### config.mk
export PLATFORM = sky130hd
export DESIGN_NAME = multiplier_exec
export DESIGN_NICKNAME = d
export VERILOG_FILES = /design/src/rtl/multiplier_exec.sv
export SDC_FILE = /design/constraint.sdc
export NUM_CORES = 1
export LEC_CHECK = 0
export CAP_MARGIN = 20
export CORE_ASPECT_RATIO = 0.9
export CORE_MARGIN = 1.5
export CORE_UTILIZATION = 54
export CTS_BUF_LIST = sky130_fd_sc_hd__clkbuf_16
export DETAILED_ROUTE_END_ITERATION = 16
export PLACE_DENSITY = 0.89
export SLEW_MARGIN = 20
export SYNTH_ARGS = -nofsm -noshare
export SYNTH_HDL_FRONTEND = slang
export SYNTH_SLANG_ARGS = --single-unit
### constraint.sdc
create_clock -name clk -period 3.1 [get_ports clk]
set_input_delay 0.465 -clock clk [delete_from_list [all_inputs] [get_ports clk]]
set_output_delay 0.465 -clock clk [all_outputs]
set_load 0.1 [all_outputs]
### src/rtl/multiplier_exec.sv
// multiplier_exec: registered state, step counter and radix-2 Booth shift-add datapath of a signed multiplier
//   clk          : single clock, rising edge
//   reset_n      : synchronous active-low reset
//   op_start     : start / step enable (shared with the next-state logic)
//   op_clear     : abort / clear (shared with the next-state logic)
//   multiplicand : signed operand A, captured at load
//   multiplier   : signed operand B, captured at load
//   next_state   : from the next-state logic (00 IDLE, 01 EXEC, 10 DONE)
//   state        : registered current state, fed back to the next-state logic
//   data_count   : registered Booth step count, fed back to the next-state logic
//   result       : signed 2*WIDTH-bit product
//   op_done      : high while state is DONE
module multiplier_exec #(
   parameter int WIDTH = 32,
   parameter int CNT_W = 6
) (
   input  logic               clk,
   input  logic               reset_n,
   input  logic               op_start,
   input  logic               op_clear,
   input  logic [WIDTH-1:0]   multiplicand,
   input  logic [WIDTH-1:0]   multiplier,
   input  logic [1:0]         next_state,
   output logic [1:0]         state,
   output logic [CNT_W-1:0]   data_count,
   output logic [2*WIDTH-1:0] result,
   output logic               op_done
);
   localparam logic [1:0] IDLE = 2'b00;
   localparam logic [1:0] EXEC = 2'b01;
   localparam logic [1:0] DONE = 2'b10;

   logic [1:0]         r_state;
   logic [CNT_W-1:0]   r_count;
   logic [2*WIDTH-1:0] r_result;
   logic [WIDTH-1:0]   r_mcand;
   logic               r_booth;

   logic               w_clear;
   logic               w_load;
   logic               w_step;
   logic [WIDTH:0]     w_hi;
   logic [WIDTH:0]     w_mc;
   logic [WIDTH:0]     w_sum;
   logic [2*WIDTH-1:0] w_shifted;

   assign w_clear = op_clear && (next_state == IDLE);
   assign w_load  = (r_state == IDLE) && (next_state == EXEC);
   assign w_step  = (r_state == EXEC) && op_start && !op_clear && (r_count < CNT_W'(WIDTH));

   // One extra sign bit keeps the partial sum exact, e.g. 0 - (-2^31).
   assign w_hi = {r_result[2*WIDTH-1], r_result[2*WIDTH-1:WIDTH]};
   assign w_mc = {r_mcand[WIDTH-1], r_mcand};

   always_comb begin
      w_sum = ({r_result[0], r_booth} == 2'b01) ? w_hi + w_mc :
              ({r_result[0], r_booth} == 2'b10) ? w_hi - w_mc : w_hi;
   end

   // Arithmetic right shift of {sum, low half}: the extra sign bit becomes the new top bit.
   assign w_shifted = {w_sum, r_result[WIDTH-1:1]};

   always_ff @(posedge clk) begin
      if (!reset_n) begin
         r_state  <= IDLE;
         r_count  <= '0;
         r_result <= '0;
         r_mcand  <= '0;
         r_booth  <= 1'b0;
      end else begin
         r_state <= next_state;
         if (w_clear) begin
            r_count  <= '0;
            r_result <= '0;
            r_booth  <= 1'b0;
         end else if (w_load) begin
            r_mcand  <= multiplicand;
            r_result <= {{WIDTH{1'b0}}, multiplier};
            r_booth  <= 1'b0;
            r_count  <= '0;
         end else if (w_step) begin
            r_result <= w_shifted;
            r_booth  <= r_result[0];
            r_count  <= r_count + CNT_W'(1);
         end
      end
   end

   assign state      = r_state;
   assign data_count = r_count;
   assign result     = r_result;
   assign op_done    = (r_state == DONE);
endmodule
# Yosys cells after proc, flatten, opt, wreduce, memory -nomap -nowiden
# Index checks and enable logic that the tools add are counted.
[classes]
mux = 4
n_bitwise = 2
n_eq_ne = 5
reduce_logical = 14
n_lt_le_gt_ge = 1
addsub = 3
[op_table]
columns = ["op", "count"]
rows = [
  ["$mux 33", 2],
  ["$mux 32", 2],
  ["$add 32x32->33", 1],
  ["$sub 32x32->33", 1],
  ["$add 6x1->6 const B", 1],
  ["$eq 2x1->1 const B", 3],
  ["$lt 6x6->1 const B", 1],
  ["$logic_and 1x1->1", 5],
  ["$eq 2x2->1 const B", 2],
  ["$logic_not 2->1", 2],
  ["$reduce_and 2->1", 2],
  ["$reduce_bool 2->1", 2],
  ["$reduce_or 3->1", 1],
  ["$not 1->1", 2],
  ["$reduce_or 2->1", 1],
  ["$logic_not 1->1", 1],
]
[totals]
inputBits = 70
reg_bits = 105

# Logic depth before layout (Yosys ltp)
# Gate-level depths: netlist of the first run.
[logic_depth]
depth_word = 6
mapped_depth = 12
mapped_depth_nobuf = 12

# Worst setup path after synthesis of the first run
# Ideal clock, no wire load.
[synth_timing]
kind = "flip-flop to flip-flop"
startpoint = "register r_result[33], in the netlist result[33]"
endpoint = "register r_result[60], in the netlist result[60]"
slack_ns = -0.452
synth_period_minus_slack_ns = 3.552
required_time_ns = 2.981
arrival_ns = 3.433
path_buffers = 0
path_stages_with_launch = 11
cell_sequence = "dfxtp_1 > ha_1 > nor2b_4 > o31a_1 > o41a_1 > o41a_4 > a31oi_4 > or3_1 > a31oi_1 > mux2i_1 > a32o_1"
[synth_via]
elab_chain_cells = 3
[synth_rtl]
columns = ["item", "line", "text"]
rows = [
  ["start, declared", "35", "logic [2*WIDTH-1:0] r_result;"],
  ["start signal, assigned", "78", "r_result <= {{WIDTH{1'b0}}, multiplier};"],
  ["start signal, assigned", "82", "r_result <= w_shifted;"],
  ["$sub 32x32->33", "57", "({r_result[0], r_booth} == 2'b10) ? w_hi - w_mc : w_hi;"],
  ["$mux 33", "57", ""],
  ["$mux 33 (*)", "56", "w_sum = ({r_result[0], r_booth} == 2'b01) ? w_hi + w_mc :"],
]
# Every way passes the cells marked *; elsewhere a longest branch is shown, timed or not. The select of a mux whose other input is x is not followed.
# A chain may end at the register's enable or synchronous reset.

# Worst setup path after layout of the first run
[layout_timing]
startpoint = "register r_result[32], in the netlist result[32]"
endpoint = "register r_result[57], in the netlist result[57]"
# The elaborated chain is that of the path after synthesis.

==> metrics.txt, run 1 <==
Sw Pwr 0.00125 W; min-delay src r_mcand[10]; DR pass1 iterations 6; pin count of the biggest net entering global routing 96; GP Congestion 0.951; H-tree levels 3; worst-margin pin slew 1.04 ns; Yosys Warn Count 0; I/O Buffers 142; Worst-Skew Late Latency 0.36 ns; Sequential Power Share 40.0%; P_leak 4.11 nW; crit path max fanout 4; CTS tree yes; Mapped Area 8080 µm²; most frequent cells in the layout nand2_1 (187), buf_4 (119), nor2_1 (107); vias in the first global route 8046; Worst slew margin 30.1%; I/O pin count 143; hold depth 2; die area 15700 µm²; Yosys reg bits 105; area of the core 14700 µm²; GRT Residual Overflow 0; Die W 132 µm; placed standard-cell area 9640 µm²; gr usage total 31.1%; Synth cell types 78; Post-Syn Nets 1244; fin area 10000 µm²; # DRC 0; final hold violation count 0; critical path required time 3.34 ns; cell area power density 356 nW/µm²; Synth Area in Compound Gates 32.6%; minimum clock period 2.97 ns; XOR/XNOR Fraction of Synth Area 1.08%; # diodes 0; Post-synth EDFFs 0; ranking of synthesized cells by area dfxtp_1 (26%), ha_1 (10%), nand2_1 (8.7%), a21oi_1 (5.5%), nor2_1 (5.0%); share of layout cells above drive strength 1 15.3%; ys async rst share 0%; # hold bufs at CTS 0; largest family of logic cells by synthesized area compound AO/OA/AOI/OAI gates; ys flop type dfxtp_1; reg2reg start result[32]; first-pass GRT wire length 40400 µm; Layout fillers 1197; post-synthesis mux area share 0.883%; Fin Clk Skew 0.0126 ns; worst path cell trace inv_1 > ha_1 > fa_1 > nor2b_1 > o31ai_1 > a21o_1 > a21oi_1 > o21ai_0 > nor3_1 > mux2i_1 > a2bb2oi_1 > a211oi_1; Sink Count 105; post-synthesis adder-cell area fraction 10.9%; Synth area leader dfxtp_1; Syn-to-layout area delta 24.4%; worst path arrival time 3.21 ns; clk buf depth 2; Initial Utilization 55.1%; status completed; drt via density 6.25; hold_ws 0.483 ns; die height 119 µm; # nets final 1369; critical path endpoint category flop; register clock-pin slew on the reported worst setup and hold paths 0.08 ns; Core Util, Final 68.5%; Worst setup SP type flop; sequential share of the synthesized area 26.0%; Hold WC Path Type reg -> reg; Worst Reg-to-Reg Cells 12; switching share of power 35.0%; FMAX 336 MHz; Worst R2R End result[57]; Max IR drop VDD 0.303 mV; combinational share of power 27.3%; Critical Path Slowest Stage Cell fa_1; FP Rows 42; CP Launch Point result[32]; initial antenna violation count 0; Post-Synth Simple-Gate Area 21.7%; final WL 25000 µm; post-route antenna net violation count 0; Hold EP r_mcand[10]; vias 8959; 1st-iter DRT viols 1193; Final Max Slew Viols 0; Crit Path Category reg -> reg; Cell Int Power 0.00232 W; Routed WL per cell 17.4 µm; final setup vio count 0; Clk pwr share 32.7%; max-cap violation count 0; Post-DP HPWL 18000 µm; most common cell after layout, fill and taps aside nand2_1; Final Cycle Share 95.9%; TNS Setup 0 ns; CP peak stage delay 0.44 ns; Yosys top cell area share 26.0%; flop-to-flop setup slack 0.13 ns; clock tree root driver cell clkbuf_16; Mapped Cells 1105; cts bufs inserted 9; syn avg cell area 7.31 µm²
==> flip-flops by register name, summed over array words and instances (netlist names) <==
name / cells
data_count: 6
r_mcand: 32
state: 2
r_booth: 1
result: 64
==> per-layer routing <==
layer | wire (µm) | vias up | track usage (%)
met5 | 0 | - | 0
met3 | 2130 | 73 | 4.98
met2 | 11300 | 467 | 48.6
li1 | - | 4229 | -
met4 | 721 | 0 | 10.5
met1 | 10800 | 4190 | 43.5
==> cell usage after synthesis, types with 5 or more instances <==
library cell	n
nand2_1	188
a211o_1	7
nand2b_1	7
o21bai_1	6
o21a_1	5
dfxtp_1	105
nor3_1	18
or2_2	6
buf_2	7
o221ai_1	11
o31ai_1	10
nor2_1	107
nor4_1	11
a2bb2oi_1	5
inv_1	69
a21o_1	11
nand3_1	16
clkbuf_1	67
o22ai_1	21
mux2i_1	6
o21ai_0	39
a21oi_1	88
a221oi_1	5
a22oi_1	7
nor2b_1	10
nand4_1	7
ha_1	67
and2_1	6
a21boi_0	33
o211ai_1	11
a311oi_1	33
a31oi_1	10
a211oi_1	16
xnor2_1	7
==> worst max-delay path by stage <==
| stage | to | slack [ns] | depth (start not counted) |
|---|---|---|---|
| 2_1_floorplan | result[60] | -0.01 | 11 |
| 3_3_place_gp | result[63] | 0.16 | 11 |
| 3_5_place_dp | result[63] | 0.04 | 11 |
| 4_1_cts | result[63] | 0.03 | 11 |
| 5_1_grt | result[61] | -0.02 | 12 |
| 6_report | result[57] | 0.13 | 12 |
==> layout make-up <==
| class | count | area (µm²) | share of cell area [%] |
|---|---|---|---|
| multi-input combinational | 856 | 5500 | 54.7 |
| sequential | 105 | 2130 | 21.2 |
| timing repair buffer | 189 | 1600 | 16.0 |
| inverter | 69 | 259 | 2.58 |
| tap | 198 | 248 | 2.47 |
| clock buffer | 9 | 225 | 2.24 |
| clock inverter | 7 | 85.1 | 0.847 |
==> repair_timing <==
item | in CTS | in global routing
setup endpoints to repair | 1 | 13
pin swaps | 0 | 7
setup buffers | 0 | 5
resized for setup | 1 | 13
endpoints found under the hold margin | 0 | 0
==> cells by family after synthesis <==
logic type                 count (synthesis)
xor gates and xnor gates                  10
muxes                                      7
adders and majority gates                 69
AOI/OAI and AO/OA                        371
and+or+nand+nor                          399
DFF                                      105
buffers and inverters                    144
==> worst max-delay path, delay by kind of cell, from the launching register on <==
| family | cells | cell delay [ns] |
|---|---|---|
| multiplexers | 1 | 0.22 |
| AND/OR/NAND/NOR | 2 | 0.43 |
| flip-flops | 1 | 0.36 |
| AO/OA/AOI/OAI | 6 | 1.09 |
| buffers and inverters | 1 | 0.06 |
| adder cells (fa/ha/maj) | 2 | 0.69 |
==> per-stage QoR <==
step | instances | worst slack, ns | total power, W
floorplan | 1105 | -0.0135 | 0.00211
finish | 1433 | 0.126 | 0.00358
detailed placement | 1412 | 0.0360 | 0.00241
global placement | 1412 | 0.160 | 0.00240
global route | 1433 | -0.0195 | 0.00372
CTS | 1428 | 0.0274 | 0.00357
==> power by group through the flow <==
stage | sequential [W] | clock [W] | combinational [W]
after floorplan | 0.00165 | 0 | 0.000461
after global placement | 0.00146 | 0 | 0.000936
after detailed placement | 0.00146 | 0 | 0.000948
after CTS | 0.00143 | 0.00119 | 0.000953
after global routing | 0.00144 | 0.00125 | 0.00104
final | 0.00143 | 0.00117 | 0.000974
No activity file was read; power rests on OpenSTA's default activity.
==> inputs of run 2 (changes only) <==
--- a/config.mk
+++ b/config.mk
@@ -11,6 +11,7 @@
 export CORE_UTILIZATION = 54
 export CTS_BUF_LIST = sky130_fd_sc_hd__clkbuf_16
 export DETAILED_ROUTE_END_ITERATION = 16
+export MAX_ROUTING_LAYER = met4
 export PLACE_DENSITY = 0.89
 export SLEW_MARGIN = 20
 export SYNTH_ARGS = -nofsm -noshare
==> run 2 against run 1 <==
Against the previous run:
- wire length grew 2.2%
- via count shrank 0.47%
- fmax shrank 0.43%
- critical path type unchanged
- largest cell class unchanged
==> metrics.txt, run 2 (same netlist as run 1, synthesis figures left out) <==
Worst slew margin 30.8%; vias 8917; CTS tree yes; Hold WC Path Type reg -> reg; Initial Utilization 55.1%; CP Launch Point r_mcand[10]; share of layout cells above drive strength 1 15.5%; register clock-pin slew on the reported worst setup and hold paths 0.08 ns; placed cells 1414; # DRC 0; cts bufs inserted 9; Max IR drop VDD 0.285 mV; 1st-iter DRT viols 1048; FP Rows 42; GP Congestion 0.961; final setup vio count 0; first-pass GRT wire length 41000 µm; # hold bufs at CTS 0; DR pass1 iterations 5; placed standard-cell area 9650 µm²; Routed WL per cell 17.8 µm; Worst Reg-to-Reg Cells 12; min-delay src r_mcand[27]; TNS Setup 0 ns; hold_ws 0.484 ns; most common cell after layout, fill and taps aside nand2_1; Syn-to-layout area delta 24.2%; vias in the first global route 8063; Worst setup SP type flop; Die W 132 µm; clock tree root driver cell clkbuf_16; I/O pin count 143; GRT Residual Overflow 0; P_leak 4.10 nW; H-tree levels 3; Worst R2R End result[48]; I/O Buffers 142; FMAX 335 MHz; Core Util, Final 68.4%; RSZ-0062 raised after global routing yes; Fin Clk Skew 0.0147 ns; # diodes 0; # nets final 1369; number of flip-flops in the largest register 64; status completed; critical path endpoint category flop; pin count of the biggest net entering global routing 96; drt via density 6.22; most frequent cells in the layout nand2_1 (187), buf_4 (119), nor2_1 (105); end point of the critical path result[48]; final WL 25600 µm; max-cap violation count 0; fin area 10000 µm²; reg2reg start r_mcand[10]; die area 15700 µm²; gr usage total 32.4%; die height 119 µm; clk buf depth 2; initial antenna violation count 0; Final Cycle Share 96.4%; cell area power density 354 nW/µm²; non-filler instance count after layout 1433; critical path required time 3.39 ns; Final Max Slew Viols 0; area of the core 14700 µm²; Crit Path Category reg -> reg; worst-margin pin slew 1.03 ns; flop-to-flop setup slack 0.11 ns; post-route antenna net violation count 0; final hold violation count 0; minimum clock period 2.99 ns; Post-DP HPWL 18400 µm; crit path max fanout 8; Worst-Skew Late Latency 0.37 ns; worst path arrival time 3.27 ns; Sink Count 105
==> run 2: through the flow <==
stage	setup slack, ns	total power (W)
6_report	0.113	0.00356
3_5_place_dp	0.00381	0.00241
5_1_grt	-0.0118	0.00369
3_3_place_gp	0.143	0.00240
4_1_cts	0.0319	0.00355
2_1_floorplan	-0.0135	0.00211
==> run 2: repair_timing <==
item | CTS | global route
setup buffers | 0 | 3
pin swaps | 0 | 7
setup endpoints to repair | 2 | 15
gates resized for setup | 1 | 18
==> run 2: worst min path at each step <==
stage / to / slack [ns] / cells after the start
5_1_grt: r_mcand[18] / 0.51 / 2
2_1_floorplan: r_booth / 0.45 / 2
4_1_cts: r_mcand[9] / 0.49 / 2
3_3_place_gp: r_booth / 0.46 / 2
6_report: r_mcand[27] / 0.48 / 2
3_5_place_dp: r_mcand[28] / 0.48 / 2
==> run 2: power breakdown <==
part           switching (W)  leakage, nW  internal [W]
clock network       0.000581        0.142      0.000563
logic               0.000625         3.10      0.000357
registers          0.0000396        0.861       0.00139
==> run 2: layout make-up <==
type / count / area [µm²]
Multi-Input combinational cell: 856 / 5510
Fill cell: 1217 / 4630
Sequential cell: 105 / 2130
Timing Repair Buffer: 189 / 1600
Inverter: 69 / 259
Tap cell: 198 / 248
Clock buffer: 9 / 225
Clock inverter: 7 / 65.1
==> run 2: routing by layer <==
metal	part of all wire [%]	track usage (%)
met1	44	43.6
met2	45	50.0
met3	8.4	6.09
met4	2.3	8.96
met5	0	-
==> run 2: critical path, stage by stage (launching register included) <==
cell       delay [ns]
dfxtp_1          0.35
inv_1            0.05
ha_1             0.38
buf_4            0.19
nor2b_1          0.05
o211ai_1         0.24
a31oi_1          0.15
a211oi_1         0.45
o21ai_0          0.30
a2bb2oi_1        0.23
o22ai_1          0.10
a211o_1          0.28
a21oi_1          0.13
